[src/rtl/gcd_datapath_unit.sv]
// ---------------------------------------------------------------------------
// gcd_datapath_unit
//
// Purpose:
//   Datapath half of a subtractive GCD engine. The controller steers it with
//   load and select strobes and receives the magnitude compare flags back.
//   The unit holds operands A and B, one shared subtractor, and the input and
//   subtract muxes. It also provides three registered side functions:
//     - result capture on the rising edge of done
//     - a saturating iteration counter
//     - sticky misuse flags (zero subtrahend, illegal strobe combination)
//
// Optional feature (macro GCD_ITER_LIMIT_EN):
//   When defined, the unit adds a 'timeout' output. timeout is set when
//   iter_count reaches ITER_LIMIT. While timeout is set, all subtract loads
//   are blocked. A legal operand-A load clears timeout.
//   When the macro is undefined there is no timeout port and ITER_LIMIT is
//   unused.
//
// Ports:
//   clk          in   rising-edge clock
//   rst_n        in   synchronous active-low reset
//   data_in      in   [WIDTH] operand bus from host
//   ldA, ldB     in   load A / load B from the internal bus
//   sel1         in   subtractor minuend select   (1 = B, 0 = A)
//   sel2         in   subtractor subtrahend select (1 = B, 0 = A)
//   sel_in       in   bus select (1 = data_in, 0 = subtractor output)
//   done         in   controller done level
//   lt, gt, eq   out  A < B, A > B, A == B (from registered A and B)
//   result       out  [WIDTH] captured GCD
//   result_valid out  result holds a valid GCD
//   iter_count   out  [CNT_W] subtract loads since the last operand-A load
//   zero_err     out  sticky: subtract load with a zero subtrahend
//   proto_err    out  sticky until reset: illegal strobe combination
//   timeout      out  iteration limit reached (only with GCD_ITER_LIMIT_EN)
// ---------------------------------------------------------------------------
module gcd_datapath_unit #(
  parameter int WIDTH      = 16,
  parameter int CNT_W      = 8,
  parameter int ITER_LIMIT = 200
) (
  input  logic             clk,
  input  logic             rst_n,
  input  logic [WIDTH-1:0] data_in,
  input  logic             ldA,
  input  logic             ldB,
  input  logic             sel1,
  input  logic             sel2,
  input  logic             sel_in,
  input  logic             done,
  output logic             lt,
  output logic             gt,
  output logic             eq,
  output logic [WIDTH-1:0] result,
  output logic             result_valid,
  output logic [CNT_W-1:0] iter_count,
  output logic             zero_err,
  output logic             proto_err
`ifdef GCD_ITER_LIMIT_EN
  ,
  output logic             timeout
`endif
);

  logic [WIDTH-1:0] r_a;
  logic [WIDTH-1:0] r_b;
  logic [WIDTH-1:0] r_result;
  logic             r_result_valid;
  logic [CNT_W-1:0] r_iter_count;
  logic             r_zero_err;
  logic             r_proto_err;
  logic             r_done_d;

  logic [WIDTH-1:0] w_x;
  logic [WIDTH-1:0] w_y;
  logic [WIDTH-1:0] w_sub;
  logic [WIDTH-1:0] w_bus;
  logic             w_load;
  logic             w_illegal;
  logic             w_legal_load;
  logic             w_opa_load;
  logic             w_sub_load;
  logic             w_sub_allow;
  logic             w_sub_write;
  logic             w_write_en;
  logic             w_done_rise;
  logic [CNT_W-1:0] w_iter_inc;

  // Operand muxes, shared subtractor and bus select.
  assign w_x   = sel1 ? r_b : r_a;
  assign w_y   = sel2 ? r_b : r_a;
  assign w_sub = w_x - w_y;
  assign w_bus = sel_in ? data_in : w_sub;

  // A cycle is illegal in any of these cases:
  //   - both registers are loaded at once;
  //   - a subtract load selects the same operand twice (the result is
  //     always zero);
  //   - a subtract load would wrap below zero.
  // An illegal cycle writes nothing.
  assign w_load       = ldA | ldB;
  assign w_illegal    = (ldA & ldB)
                      | (w_load & ~sel_in & (sel1 == sel2))
                      | (w_load & ~sel_in & (w_x < w_y));
  assign w_legal_load = w_load & ~w_illegal;
  assign w_opa_load   = w_legal_load & sel_in & ldA;
  assign w_sub_load   = w_legal_load & ~sel_in;

  // The saturating increment is computed here, outside the counter's
  // always block, so the timeout logic can compare against the post-edge
  // counter value.
  assign w_iter_inc  = (r_iter_count == {CNT_W{1'b1}}) ? r_iter_count
                                                       : r_iter_count + CNT_W'(1);

  assign w_done_rise = done & ~r_done_d;

`ifdef GCD_ITER_LIMIT_EN
  logic r_timeout;

  // While the watchdog is tripped, subtract loads are blocked, so the
  // operands and the counter stay frozen.
  assign w_sub_allow = ~r_timeout;
  assign timeout     = r_timeout;

  // Watchdog flag: set when an accepted subtract brings the counter to the
  // limit; cleared only when a fresh operand A is loaded.
  always_ff @(posedge clk) begin
    if (!rst_n) begin
      r_timeout <= 1'b0;
    end else if (w_opa_load) begin
      r_timeout <= 1'b0;
    end else if (w_sub_write && (w_iter_inc == CNT_W'(ITER_LIMIT))) begin
      r_timeout <= 1'b1;
    end
  end
`else
  assign w_sub_allow = 1'b1;
`endif

  assign w_sub_write = w_sub_load & w_sub_allow;
  assign w_write_en  = w_legal_load & (sel_in | w_sub_allow);

  // Operand registers: each is written from the shared bus on its own
  // strobe, but only when the cycle is legal and not blocked.
  always_ff @(posedge clk) begin
    if (!rst_n) begin
      r_a <= '0;
      r_b <= '0;
    end else if (w_write_en) begin
      if (ldA) r_a <= w_bus;
      if (ldB) r_b <= w_bus;
    end
  end

  // Iteration counter: restarts when a fresh operand A is loaded, and
  // counts accepted subtract loads up to all ones.
  always_ff @(posedge clk) begin
    if (!rst_n) begin
      r_iter_count <= '0;
    end else if (w_opa_load) begin
      r_iter_count <= '0;
    end else if (w_sub_write) begin
      r_iter_count <= w_iter_inc;
    end
  end

  // Misuse flags.
  //   zero_err: set by a legal subtract load with a zero subtrahend (the
  //             write itself still happens); cleared by a new operand A.
  //   proto_err: sticky until reset.
  always_ff @(posedge clk) begin
    if (!rst_n) begin
      r_zero_err  <= 1'b0;
      r_proto_err <= 1'b0;
    end else begin
      if (w_opa_load) begin
        r_zero_err <= 1'b0;
      end else if (w_sub_load && (w_y == '0)) begin
        r_zero_err <= 1'b1;
      end
      if (w_illegal) begin
        r_proto_err <= 1'b1;
      end
    end
  end

  // Result capture happens on the rising edge of done only, so holding done
  // high does not recapture. A new operand A takes priority over a
  // coincident done rise: the old result is then kept, but marked invalid.
  always_ff @(posedge clk) begin
    if (!rst_n) begin
      r_done_d       <= 1'b0;
      r_result       <= '0;
      r_result_valid <= 1'b0;
    end else begin
      r_done_d <= done;
      if (w_opa_load) begin
        r_result_valid <= 1'b0;
      end else if (w_done_rise) begin
        r_result       <= r_a;
        r_result_valid <= 1'b1;
      end
    end
  end

  // Magnitude compare uses registered operands only, so exactly one flag
  // is high at any time.
  assign lt = (r_a < r_b);
  assign gt = (r_a > r_b);
  assign eq = (r_a == r_b);

  assign result       = r_result;
  assign result_valid = r_result_valid;
  assign iter_count   = r_iter_count;
  assign zero_err     = r_zero_err;
  assign proto_err    = r_proto_err;

endmodule

[config.mk]
export PLATFORM = sky130hd
export DESIGN_NAME = gcd_datapath_unit
export DESIGN_NICKNAME = d
export VERILOG_FILES = /design/src/rtl/gcd_datapath_unit.sv
export SDC_FILE = /design/constraint.sdc
export NUM_CORES = 1
export LEC_CHECK = 0
export CORE_UTILIZATION = 51
export CTS_CLUSTER_SIZE = 12
export DETAILED_ROUTE_END_ITERATION = 10
export PLACE_DENSITY = 0.74
export REMOVE_ABC_BUFFERS = 1
export SYNTH_ARGS = -nofsm -noshare
export SYNTH_HDL_FRONTEND = slang
export SYNTH_SLANG_ARGS = --single-unit
[constraint.sdc]
create_clock -name clk -period 3.7 [get_ports clk]
set_input_delay 0.555 -clock clk [delete_from_list [all_inputs] [get_ports clk]]
set_output_delay 0.555 -clock clk [all_outputs]
set_load 0.02 [all_outputs]
Yosys cells after proc, flatten, opt, wreduce, memory -nomap -nowiden
Index checks and enable logic that the tools add are counted.
{"block": "totals", "word_cells": 44, "out_inout_bits": 30, "reg_bits": 60}
{"block": "op_classes", "n_eq_ne": 3, "n_mux": 3, "add_sub_neg": 2, "magnitude_cmp": 3, "bitwise": 18, "reduce_logical": 7}
{"operator": "2-to-1 mux 16 bit", "n": 3}
{"operator": "< comparator 16 bit", "n": 2}
{"operator": "== test 16 bit", "n": 1}
{"operator": "greater-than comparator 16 bit", "n": 1}
{"operator": "zero test 16 bit", "n": 1}
{"operator": "subtractor 16 bit", "n": 1}
{"operator": "AND 1 bit", "n": 9}
{"operator": "adder 8 x 1 -> 8 bit (second input constant)", "n": 1}
{"operator": "== test 8 bit (second input constant)", "n": 1}
{"operator": "AND reduction 2 bit", "n": 4}
{"operator": "inverter 1 bit", "n": 6}
{"operator": "OR 1 bit", "n": 3}
{"operator": "OR reduction 2 bit", "n": 1}
{"operator": "== test 1 bit", "n": 1}
{"operator": "logical AND 1 bit", "n": 1}

Logic depth before layout (Yosys ltp)
Gate-level depths: netlist (run 1).
{"block": "logic_depth", "word_depth": 11, "depth_mapped": 15, "ltp_nobuf": 11}

Worst setup path after synthesis (run 1)
OpenSTA, ideal clock, no wires.
{"block": "synth_path", "path_kind": "input to register", "from": "input sel2", "to": "register r_b[9]", "setup_ps": 72, "stages": 13, "t_arrival_ps": 3610, "setup_slack_ps": 18, "cell_sequence": "buf_2 -> buf_1 -> o21ai_0 -> ha_1 -> fa_1 -> nand2b_1 -> a21o_1 -> a21boi_2 -> o41ai_2 -> buf_6 -> nor4b_4 -> buf_4 -> mux2i_1"}
{"block": "synth_via", "elab_chain_len": 7, "word_cells_on_any_way": 12, "cone_classes": "add/sub (1); order compare (1); eq/ne (1); mux (2); bitwise (6); reduce/logical (1)"}
{"element": "start, declared", "line_no": "48", "rtl": "input logic sel2,"}
{"element": "2-to-1 mux 16 bit / == test 1 bit (equally long branches)", "line_no": "91, 103"}
{"element": "< comparator 16 bit / AND 1 bit (equally long branches)", "line_no": "104, 103"}
{"element": "AND 1 bit / OR 1 bit (equally long branches)", "line_no": "104, 103"}
{"element": "OR 1 bit", "line_no": "104", "rtl": "| (w_load & ~sel_in & (w_x < w_y));"}
{"element": "inverter 1 bit", "line_no": "105", "rtl": "assign w_legal_load = w_load & ~w_illegal;"}
{"element": "AND 1 bit", "line_no": "105"}
{"element": "AND reduction 2 bit (no line)"}
{"element": "end signal, assigned", "line_no": "151", "rtl": "if (ldB) r_b <= w_bus;"}
{"element": "end, declared", "line_no": "66", "rtl": "logic [WIDTH-1:0] r_b;"}
Several ways; a longest one is shown, not always the timed one.
A chain may end at the register's enable or synchronous reset.

Final worst setup path (run 1)
{"block": "layout_path", "from": "register r_b[7]", "to": "output lt"}
{"block": "layout_via", "elab_chain_len": 1}
{"element": "< comparator 16 bit", "line_no": "208", "rtl": "assign lt = (r_a < r_b);"}
{"element": "end, declared", "line_no": "51", "rtl": "output logic lt,"}
No other way between the ends.

==> impl_metrics.csv, run 1 <==
group,metric,value,unit
worst_setup_path,timing.rr.end,"r_b[8]",
synthesis,synthFlopType,"dfxtp_1",
worst_hold_path,holdCritStartpoint,"result_valid",
floorplanning,die-height,91.9,microns
routing,dr.pass1.iters,5,
clocking,cts_buffers,9,
worst_setup_path,critPathArrivalTime,2.94,ns
routing,drtIter0Drc,169,
sta,fin_skew,0.00842,ns
global_route,grt_overflow_total,0,
synthesis,synth-edff-count,0,
floorplanning,start_util,53.0,%
clocking,cts-root-buf,"clkbuf_8",
final_layout,antenna_cells,0,
synthesis,ys_ff_latch,60,
synthesis,synth_commonest_cells,"dfxtp_1 (60), mux2i_1 (46), nand2_1 (34), ha_1 (33)",
clocking,clk_pin_slew,0.06,ns
worst_setup_path,end_kind,"output port",
routing,num_vias,3813,
clocking,cts.sinks,60,
routing,wl_per_cell,16.2,microns
synthesis,synth_most_common_cell,"dfxtp_1",
power_and_ir_drop,total_power,3.15,mW
synthesis,ys_async_sr_fraction,0,%
worst_hold_path,hold_end,"result_valid",
worst_setup_path,slowest_stage,"clkdlybuf4s50_1",
clocking,hold_buffers,0,
floorplanning,die_area,0.00844,sq mm
global_route,grt_max_degree,54,
global_route,grtUsageTotal,25.7,%
power_and_ir_drop,powerDensity,612,mW/mm^2
sta,worstMarginPinSlew,0.839,ns
global_route,grt_antenna_before_repair,0,
final_layout,nNetsFinal,602,
sta,slew_headroom,43.2,%
routing,drc_errors,0,
synthesis,yosys.area.top_type,"dfxtp_1",
final_layout,area_growth_syn_to_layout,25.0,%
final_layout,layout-drive-gt1-share,13.0,%
worst_hold_path,whs_path_depth,2,
power_and_ir_drop,irDropWorstVdd,0.000372,V
placed_design,gp_congestion,0.927,
global_route,grt_first_pass_wirelength,17100,microns
sta,setup_viol,0,
clocking,cts_setup_buffers,0,
routing,detail-route-antenna-nets,0,
routing,drt-total-wl,10500,microns
sta,fin_crit_sh,94.4,%
power_and_ir_drop,leakage,2.27,nW
synthesis,synthCells,469,
placed_design,place_area,0.00494,sq mm
worst_setup_path,path_class,"reg2out",
synthesis,syn_area,0.00412,sq mm
global_route,grt_pass1_vias,3651,
final_layout,nFillCells,648,
worst_setup_path,startpoint_type,"flop",
synthesis,synthDistinctLibCells,55,
job,maxCapViolations,0,
synthesis,seq_area_frac_synth,29.2,%
final_layout,layout.cells.non_filler,650,
sta,drv_slew,0,
sta,period_minus_slack,3.49,ns
floorplanning,io_pins,54,
synthesis,synth_area_leaders,"dfxtp_1 (29%), mux2i_1 (11%), ha_1 (10%), mux2_2 (3.8%), nor2b_1 (3.8%)",
worst_setup_path,reg2reg_slack,0.75,ns
status,status,"completed",
clocking,cts_tree,"yes",
worst_setup_path,reg2reg_depth,13,
worst_setup_path,max_stage_delay,0.60,ns
worst_setup_path,path_max_fanout,4,
worst_setup_path,r2r_start,"r_a[0]",
sta,rsz0062_at_grt,"no",
clocking,htreeDepth,3,
clocking,clk_latency,0.35,ns
sta,tns,0,ns
worst_setup_path,crit_chain,"inv_1 -> ha_1 -> a2111oi_1 -> a2111oi_2 -> a2111oi_2 -> buf_4 -> clkdlybuf4s50_1",
floorplanning,dieWidth,91.9,microns
worst_setup_path,crit_required,3.14,ns
synthesis,syn_area_per_cell,8.78,sq um
synthesis,ys_warn_count,0,
final_layout,stdcell_area,0.00515,sq mm
routing,viasPerCell,5.87,
worst_setup_path,crit_top_cell,"a2111oi_2",
placed_design,dp_cells,635,
placed_design,place_hpwl,7740,microns
sta,timing.fmax,286,MHz
placed_design,io_buffers,53,
synthesis,netlist.area_leader.share,29.2,%
clocking,clockBufferDepth,2,
sta,finalHoldViolCount,0,
floorplanning,fp.coreArea,0.00777,sq mm
worst_hold_path,hp-class,"reg2reg",
floorplanning,rows,32,
area by class of cell:
cell class,instances,area (sq um),share of cell area [%]
clock buffers,10,138,2.67
multi-input cells,363,2720,52.8
clock inverters,5,52.6,1.02
flip-flops and latches,60,1200,23.3
inverters,24,90.1,1.75
well taps,102,128,2.48
repair buffers,86,818,15.9
per-layer routing:
| layer | wire (microns) | vias to the layer above | global-route usage (%) |
|---|---|---|---|
| met3 | 621 | 17 | 6.47 |
| li1 | - | 1860 | - |
| met4 | 208 | 0 | 8.85 |
| met5 | 0 | - | 0 |
| met1 | 4680 | 1821 | 31.6 |
| met2 | 5000 | 115 | 43.5 |
cell families (layout without fill, tap and decap cells):
family                     after synthesis  in the layout  synth area share, %
buffers and inverters                   46            125                 5.14
and+or+nand+nor                        138            138                 17.9
adders and majority gates               35             35                 10.8
AOI/OAI and AO/OA                      113            113                 18.4
DFF                                     60             60                 29.2
xor gates and xnor gates                17             17                 3.62
muxes                                   60             60                 15.0
cells in the final DEF, fill, tap and decap left out, drive strengths merged, types with 3 or more instances in the layout:
| cell | netlist | routed |
|---|---|---|
| a31oi | 8 | 8 |
| nor4 | 5 | 5 |
| and3 | 4 | 4 |
| o21a | 4 | 4 |
| clkinv | 0 | 3 |
| a21oi | 27 | 27 |
| o21ai | 27 | 27 |
| o211ai | 4 | 4 |
| xnor2 | 11 | 11 |
| nand3 | 8 | 8 |
| nor3 | 11 | 11 |
| a21o | 14 | 14 |
| nor2b | 25 | 25 |
| nand2 | 34 | 34 |
| o211a | 9 | 9 |
| nor2 | 27 | 27 |
| inv | 24 | 24 |
| nand4 | 9 | 9 |
| and2 | 3 | 3 |
| clkbuf | 8 | 10 |
| clkdlybuf4s50 | 0 | 52 |
| a2111oi | 3 | 3 |
| mux2i | 46 | 46 |
| buf | 14 | 33 |
| xor2 | 6 | 6 |
| ha | 33 | 33 |
| dfxtp | 60 | 60 |
| nand2b | 4 | 4 |
| mux2 | 14 | 14 |
where the power goes:
part	internal, mW	switching, mW
Sequential	0.721	0.0818
Combinational	0.824	0.943
Clock	0.321	0.256
Total	1.87	1.28
worst max-delay path: cells and delay by family, from the launching register on:
family                   cells  cell delay (ns)
adder cells (fa/ha/maj)      1             0.31
AO/OA/AOI/OAI                3             1.04
buffers and inverters        3             0.85
flip-flops                   1             0.39
per-stage QoR:
stage	setup slack [ns]	utilization (%)	hold slack [ns]
2_1_floorplan	0.277	-	0.457
3_3_place_gp	0.0674	63.6	0.461
3_5_place_dp	0.0234	63.6	0.472
4_1_cts	0.0245	66.1	0.487
5_1_grt	0.0629	66.3	0.506
6_report	0.208	66.3	0.477
sequential cells by signal, summed over array words and instances (netlist names):
| signal | count |
|---|---|
| iter_count | 8 |
| proto_err | 1 |
| r_a | 16 |
| r_b | 16 |
| r_done_d | 1 |
| result | 16 |
| result_valid | 1 |
| zero_err | 1 |
worst max path at each step:
| stage | startpoint | endpoint | slack [ns] | cells after the start |
|---|---|---|---|---|
| floorplan | r_b[1] | gt | 0.28 | 9 |
| global placement | sel2 | r_b[8] | 0.07 | 12 |
| detailed placement | sel1 | r_b[8] | 0.02 | 14 |
| CTS | r_b[1] | gt | 0.02 | 11 |
| global route | r_b[1] | lt | 0.06 | 10 |
| finish | r_b[7] | lt | 0.21 | 7 |
repair_timing:
action / CTS / global route
resized for setup: 1 / 6
setup endpoints to repair: 1 / 2
pin swaps: 0 / 1
Power figures use the tool's default switching activity.
==> run 2: changes to the inputs <==
SETUP_SLACK_MARGIN = 0.1   (was not set)
==> impl_metrics.csv, run 2 (same netlist as run 1, synthesis figures left out) <==
group,metric,value,unit
placed_design,place_area,0.00494,sq mm
worst_setup_path,end_kind,"flop",
worst_setup_path,r2r_start,"r_a[0]",
power_and_ir_drop,swShare,40.8,%
worst_hold_path,holdCritStartpoint,"result_valid",
worst_hold_path,whs_path_depth,2,
power_and_ir_drop,irDropWorstVdd,0.000376,V
final_layout,nFillCells,650,
global_route,grt_first_pass_wirelength,17000,microns
sta,timing.fmax,298,MHz
placed_design,gp_congestion,0.927,
clocking,cts_tree,"yes",
floorplanning,io_pins,54,
worst_setup_path,crit_required,3.99,ns
worst_hold_path,hp-class,"reg2reg",
clocking,htreeDepth,3,
clocking,clockBufferDepth,2,
power_and_ir_drop,powerDensity,609,mW/mm^2
global_route,grtUsageTotal,25.7,%
sta,rsz0062_at_grt,"no",
sta,period_minus_slack,3.36,ns
clocking,cts_setup_buffers,0,
job,maxCapViolations,0,
final_layout,layout_commonest_cell,"dfxtp_1",
final_layout,fin_util,66.2,%
floorplanning,fp.coreArea,0.00777,sq mm
sta,worstMarginPinSlew,0.871,ns
routing,num_vias,3820,
sta,finalHoldViolCount,0,
final_layout,most-common-layout-cells,"dfxtp_1 (60), clkdlybuf4s50_1 (51), mux2i_1 (46)",
clocking,clk_latency,0.35,ns
routing,detail-route-antenna-nets,0,
final_layout,layout-drive-gt1-share,13.0,%
final_layout,nNetsFinal,602,
clocking,cts_buffers,9,
sta,drv_slew,0,
worst_setup_path,critPathArrivalTime,3.65,ns
routing,drt-total-wl,10500,microns
power_and_ir_drop,sequentialPowerShare,25.6,%
clocking,cts-root-buf,"clkbuf_8",
power_and_ir_drop,leakage,2.26,nW
worst_setup_path,reg2reg_depth,13,
global_route,grt_antenna_before_repair,0,
power_and_ir_drop,p_comb_share,56.0,%
worst_setup_path,startpoint_type,"input port",
power_and_ir_drop,pwr-share-clk,18.3,%
global_route,grt_pass1_vias,3655,
sta,tns,0,ns
sta,fin_crit_sh,90.7,%
floorplanning,rows,32,
sta,fin_skew,0.00636,ns
power_and_ir_drop,intPower,1.85,mW
floorplanning,dieWidth,91.9,microns
final_layout,antenna_cells,0,
worst_setup_path,path_class,"in2reg",
placed_design,place_hpwl,7740,microns
clocking,clk_pin_slew,0.06,ns
worst_setup_path,worstSetupStartpoint,"sel1",
sta,slew_headroom,41.0,%
floorplanning,die_area,0.00844,sq mm
routing,wl_per_cell,16.2,microns
routing,viasPerCell,5.88,
final_layout,area_growth_syn_to_layout,24.9,%
floorplanning,start_util,53.0,%
worst_setup_path,path_max_fanout,18,
final_layout,stdcell_area,0.00514,sq mm
power_and_ir_drop,power.switching,1.28,mW
placed_design,io_buffers,53,
routing,drc_errors,0,
clocking,cts.sinks,60,
global_route,grt_overflow_total,0,
routing,dr.pass1.iters,4,
global_route,grt_max_degree,54,
status,status,"completed",
floorplanning,die-height,91.9,microns
clocking,hold_buffers,0,
sta,setup_viol,0,
routing,drtIter0Drc,175,
-- run 2: critical path, cell delays in order --
cell	delay (ns)
clkdlybuf4s50_1	0.51
buf_12	0.18
mux2i_1	0.10
ha_1	0.24
fa_1	0.38
nand2b_1	0.18
a21o_1	0.18
a21boi_2	0.19
o41ai_2	0.09
buf_4	0.16
nor4b_4	0.29
buf_4	0.26
mux2i_1	0.19
and2_1	0.13
-- run 2: power groups by stage --
stage               Combinational [mW]  Sequential (mW)  Clock, mW
floorplan                         1.10            0.807          0
global placement                  1.68            0.811          0
detailed placement                1.71            0.815          0
CTS                               1.73            0.801      0.588
global route                      1.91            0.814      0.612
finish                            1.76            0.803      0.575
-- run 2: cell type report --
class	instances	area, sq um	share of cell area (%)
clock buffers	10	138	2.68
clock inverters	5	52.6	1.02
inverters	24	90.1	1.75
multi-input cells	363	2720	52.8
flip-flops and latches	60	1200	23.3
well taps	102	128	2.48
repair buffers	86	817	15.9
-- run 2: repair_timing --
item / 4_1_cts / 5_1_grt
pin swaps: 1 / 0
resized for setup: 4 / 3
setup endpoints to repair: 2 / 1
-- run 2: routing by layer --
layer | vias to the layer above | part of all wire, % | GRT usage (%)
li1 | 1859 | - | -
met1 | 1837 | 44 | 30.9
met2 | 106 | 48 | 43.3
met3 | 18 | 6.1 | 7.55
met4 | 0 | 2.1 | 9.24
met5 | - | 0 | 0
-- run 2: final timing paths --
kind	to	slack (ns)
worst max register to register	r_b[8]	0.76
worst max-delay path	r_b[8]	0.34
worst min register to register	result_valid	0.48
worst min-delay path	result_valid	0.48
-- run 2: stage by stage --
step	power [mW]	setup slack [ns]	hold slack, ns	cells
6_report	3.14	0.343	0.478	650
5_1_grt	3.34	0.226	0.506	650
4_1_cts	3.12	0.152	0.487	650
3_5_place_dp	2.53	0.0234	0.472	635
3_3_place_gp	2.49	0.0674	0.461	635
2_1_floorplan	1.91	0.277	0.457	447
==> run 3: changes to the inputs <==
CORE_UTILIZATION = 31   (was 51)
HOLD_SLACK_MARGIN = 0.12   (was not set)
PLACE_DENSITY = 0.48   (was 0.74)
==> impl_metrics.csv, run 3 (same netlist as run 1, synthesis figures left out) <==
group,metric,value,unit
status,status,"completed",
floorplanning,start_util,32.2,%
clocking,cts-root-buf,"clkbuf_16",
worst_setup_path,reg2reg_depth,13,
floorplanning,dieWidth,117,microns
worst_setup_path,r2r_start,"r_a[0]",
worst_setup_path,path_max_fanout,4,
worst_setup_path,timing.rr.end,"r_a[8]",
worst_setup_path,startpoint_type,"flop",
worst_setup_path,crit_path_end,"lt",
clocking,clk_pin_slew,0.05,ns
clocking,clockBufferDepth,2,
worst_hold_path,hp-class,"reg2reg",
worst_setup_path,critPathArrivalTime,2.88,ns
placed_design,dp_slack,-0.115,ns
floorplanning,fp.coreArea,0.0128,sq mm
worst_setup_path,path_delay_family,"compound AO/OA/AOI/OAI gates",
floorplanning,die_area,0.0137,sq mm
sta,rsz0062_at_grt,"no",
placed_design,io_buffers,53,
worst_setup_path,path_class,"reg2out",
final_layout,area_growth_syn_to_layout,33.6,%
routing,dr.pass1.iters,4,
sta,timing.fmax,291,MHz
floorplanning,io_pins,54,
global_route,grt_overflow_total,0,
routing,wl_per_cell,16.1,microns
routing,num_vias,3742,
placed_design,gp_congestion,0.818,
sta,slew_headroom,40.0,%
sta,period_minus_slack,3.44,ns
global_route,grt_first_pass_wirelength,19100,microns
clocking,cts_buffers,9,
floorplanning,die-height,117,microns
sta,drv_slew,0,
global_route,grtUsageTotal,18.8,%
final_layout,layout-drive-gt1-share,15.1,%
worst_setup_path,crit_chain,"inv_1 -> ha_1 -> nor2b_1 -> o21a_1 -> o21a_1 -> o21ai_0 -> a2111oi_2 -> buf_4 -> a2111oi_1 -> buf_4 -> dlygate4sd2_1",
floorplanning,rows,41,
sta,finalHoldViolCount,0,
power_and_ir_drop,irDropWorstVdd,0.000213,V
worst_setup_path,crit_required,3.14,ns
job,maxCapViolations,0,
routing,drt-total-wl,11900,microns
placed_design,place_hpwl,8930,microns
clocking,htreeDepth,3,
worst_setup_path,path_buf_inv,4,
worst_setup_path,reg2reg_slack,0.74,ns
placed_design,place_area,0.00514,sq mm
sta,worstMarginPinSlew,0.886,ns
sta,worst_slack,0.260,ns
worst_setup_path,slowest_stage,"dfxtp_1",
power_and_ir_drop,powerDensity,656,mW/mm^2
sta,fin_crit_sh,93.0,%
final_layout,nNetsFinal,617,
global_route,grt_pass1_vias,3695,
routing,drc_errors,0,
final_layout,most-common-layout-cells,"dfxtp_1 (60), clkdlybuf4s50_1 (50), mux2i_1 (46)",
power_and_ir_drop,leakage,2.42,nW
worst_setup_path,worstSetupStartpoint,"r_b[1]",
clocking,cts_tree,"yes",
clocking,cts.sinks,60,
final_layout,antenna_cells,0,
sta,fin_skew,0.00689,ns
routing,viasPerCell,5.08,
worst_setup_path,end_kind,"output port",
clocking,clk_latency,0.34,ns
global_route,grt_max_degree,31,
clocking,cts_setup_buffers,0,
worst_setup_path,crit_cells,11,
final_layout,stdcell_area,0.00550,sq mm
sta,setup_viol,0,
final_layout,layout_commonest_cell,"dfxtp_1",
routing,drtIter0Drc,214,
worst_setup_path,max_stage_delay,0.37,ns
routing,detail-route-antenna-nets,0,
global_route,grt_antenna_before_repair,0,
[run 3: cell count changes in the layout (fill, tap and decap cells not counted), sizes merged]
cell	change
clkdlybuf4s50	-1
clkbuf	+2
bufinv	+2
clkinvlp	-1
clkinv	-2
buf	+15
dlymetal6s2s	+1
[run 3: layout make-up]
type | count | area, sq um
fill | 1292 | 7270
multi-input combinational | 363 | 2710
sequential | 60 | 1200
timing repair buffer | 101 | 932
clock buffer | 12 | 256
tap | 172 | 215
clock inverter | 4 | 95.1
inverter | 24 | 90.1
[run 3: worst min path at each step]
stage | from | to | slack [ns] | cells past startpoint
floorplan | r_b[13] | r_b[13] | 0.46 | 2
global placement | result_valid | result_valid | 0.46 | 2
detailed placement | proto_err | proto_err | 0.48 | 1
CTS | r_b[13] | r_b[13] | 0.49 | 2
global route | proto_err | proto_err | 0.51 | 1
finish | proto_err | proto_err | 0.49 | 1
[run 3: through the flow]
step	TNS [ns]	util, %	cells	hold slack (ns)	total power [mW]
final	0	43.1	736	0.485	3.61
after global routing	0	43.1	736	0.513	3.87
after CTS	0	43.0	736	0.494	3.62
after detailed placement	-1.19	40.2	720	0.477	2.61
after global placement	-0.314	40.2	720	0.462	2.59
after floorplan	0	-	447	0.457	1.91
[run 3: timing repair]
item                                   in CTS  in global routing
hold buffers                                0                  0
setup endpoints to repair                   2                  3
gates resized for setup                     3                  3
endpoints found under the hold margin       0                  0
pin swaps                                   0                  0
[run 3: power by group]
| group | leakage [nW] | switching, mW | internal (mW) | total (mW) |
|---|---|---|---|---|
| clock network | 0.173 | 0.304 | 0.693 | 0.997 |
| registers | 0.488 | 0.0830 | 0.722 | 0.805 |
| logic | 1.76 | 0.969 | 0.838 | 1.81 |
| total | 2.42 | 1.36 | 2.25 | 3.61 |
[run 3: metal layers]
metal | vias to the layer above | part of all wire (%) | GRT usage [%]
li1 | 1889 | - | -
met1 | 1759 | 49 | 24.1
met2 | 78 | 46 | 30.7
met3 | 16 | 3.2 | 3.81
met4 | 0 | 1.9 | 7.85
met5 | - | 0 | 0
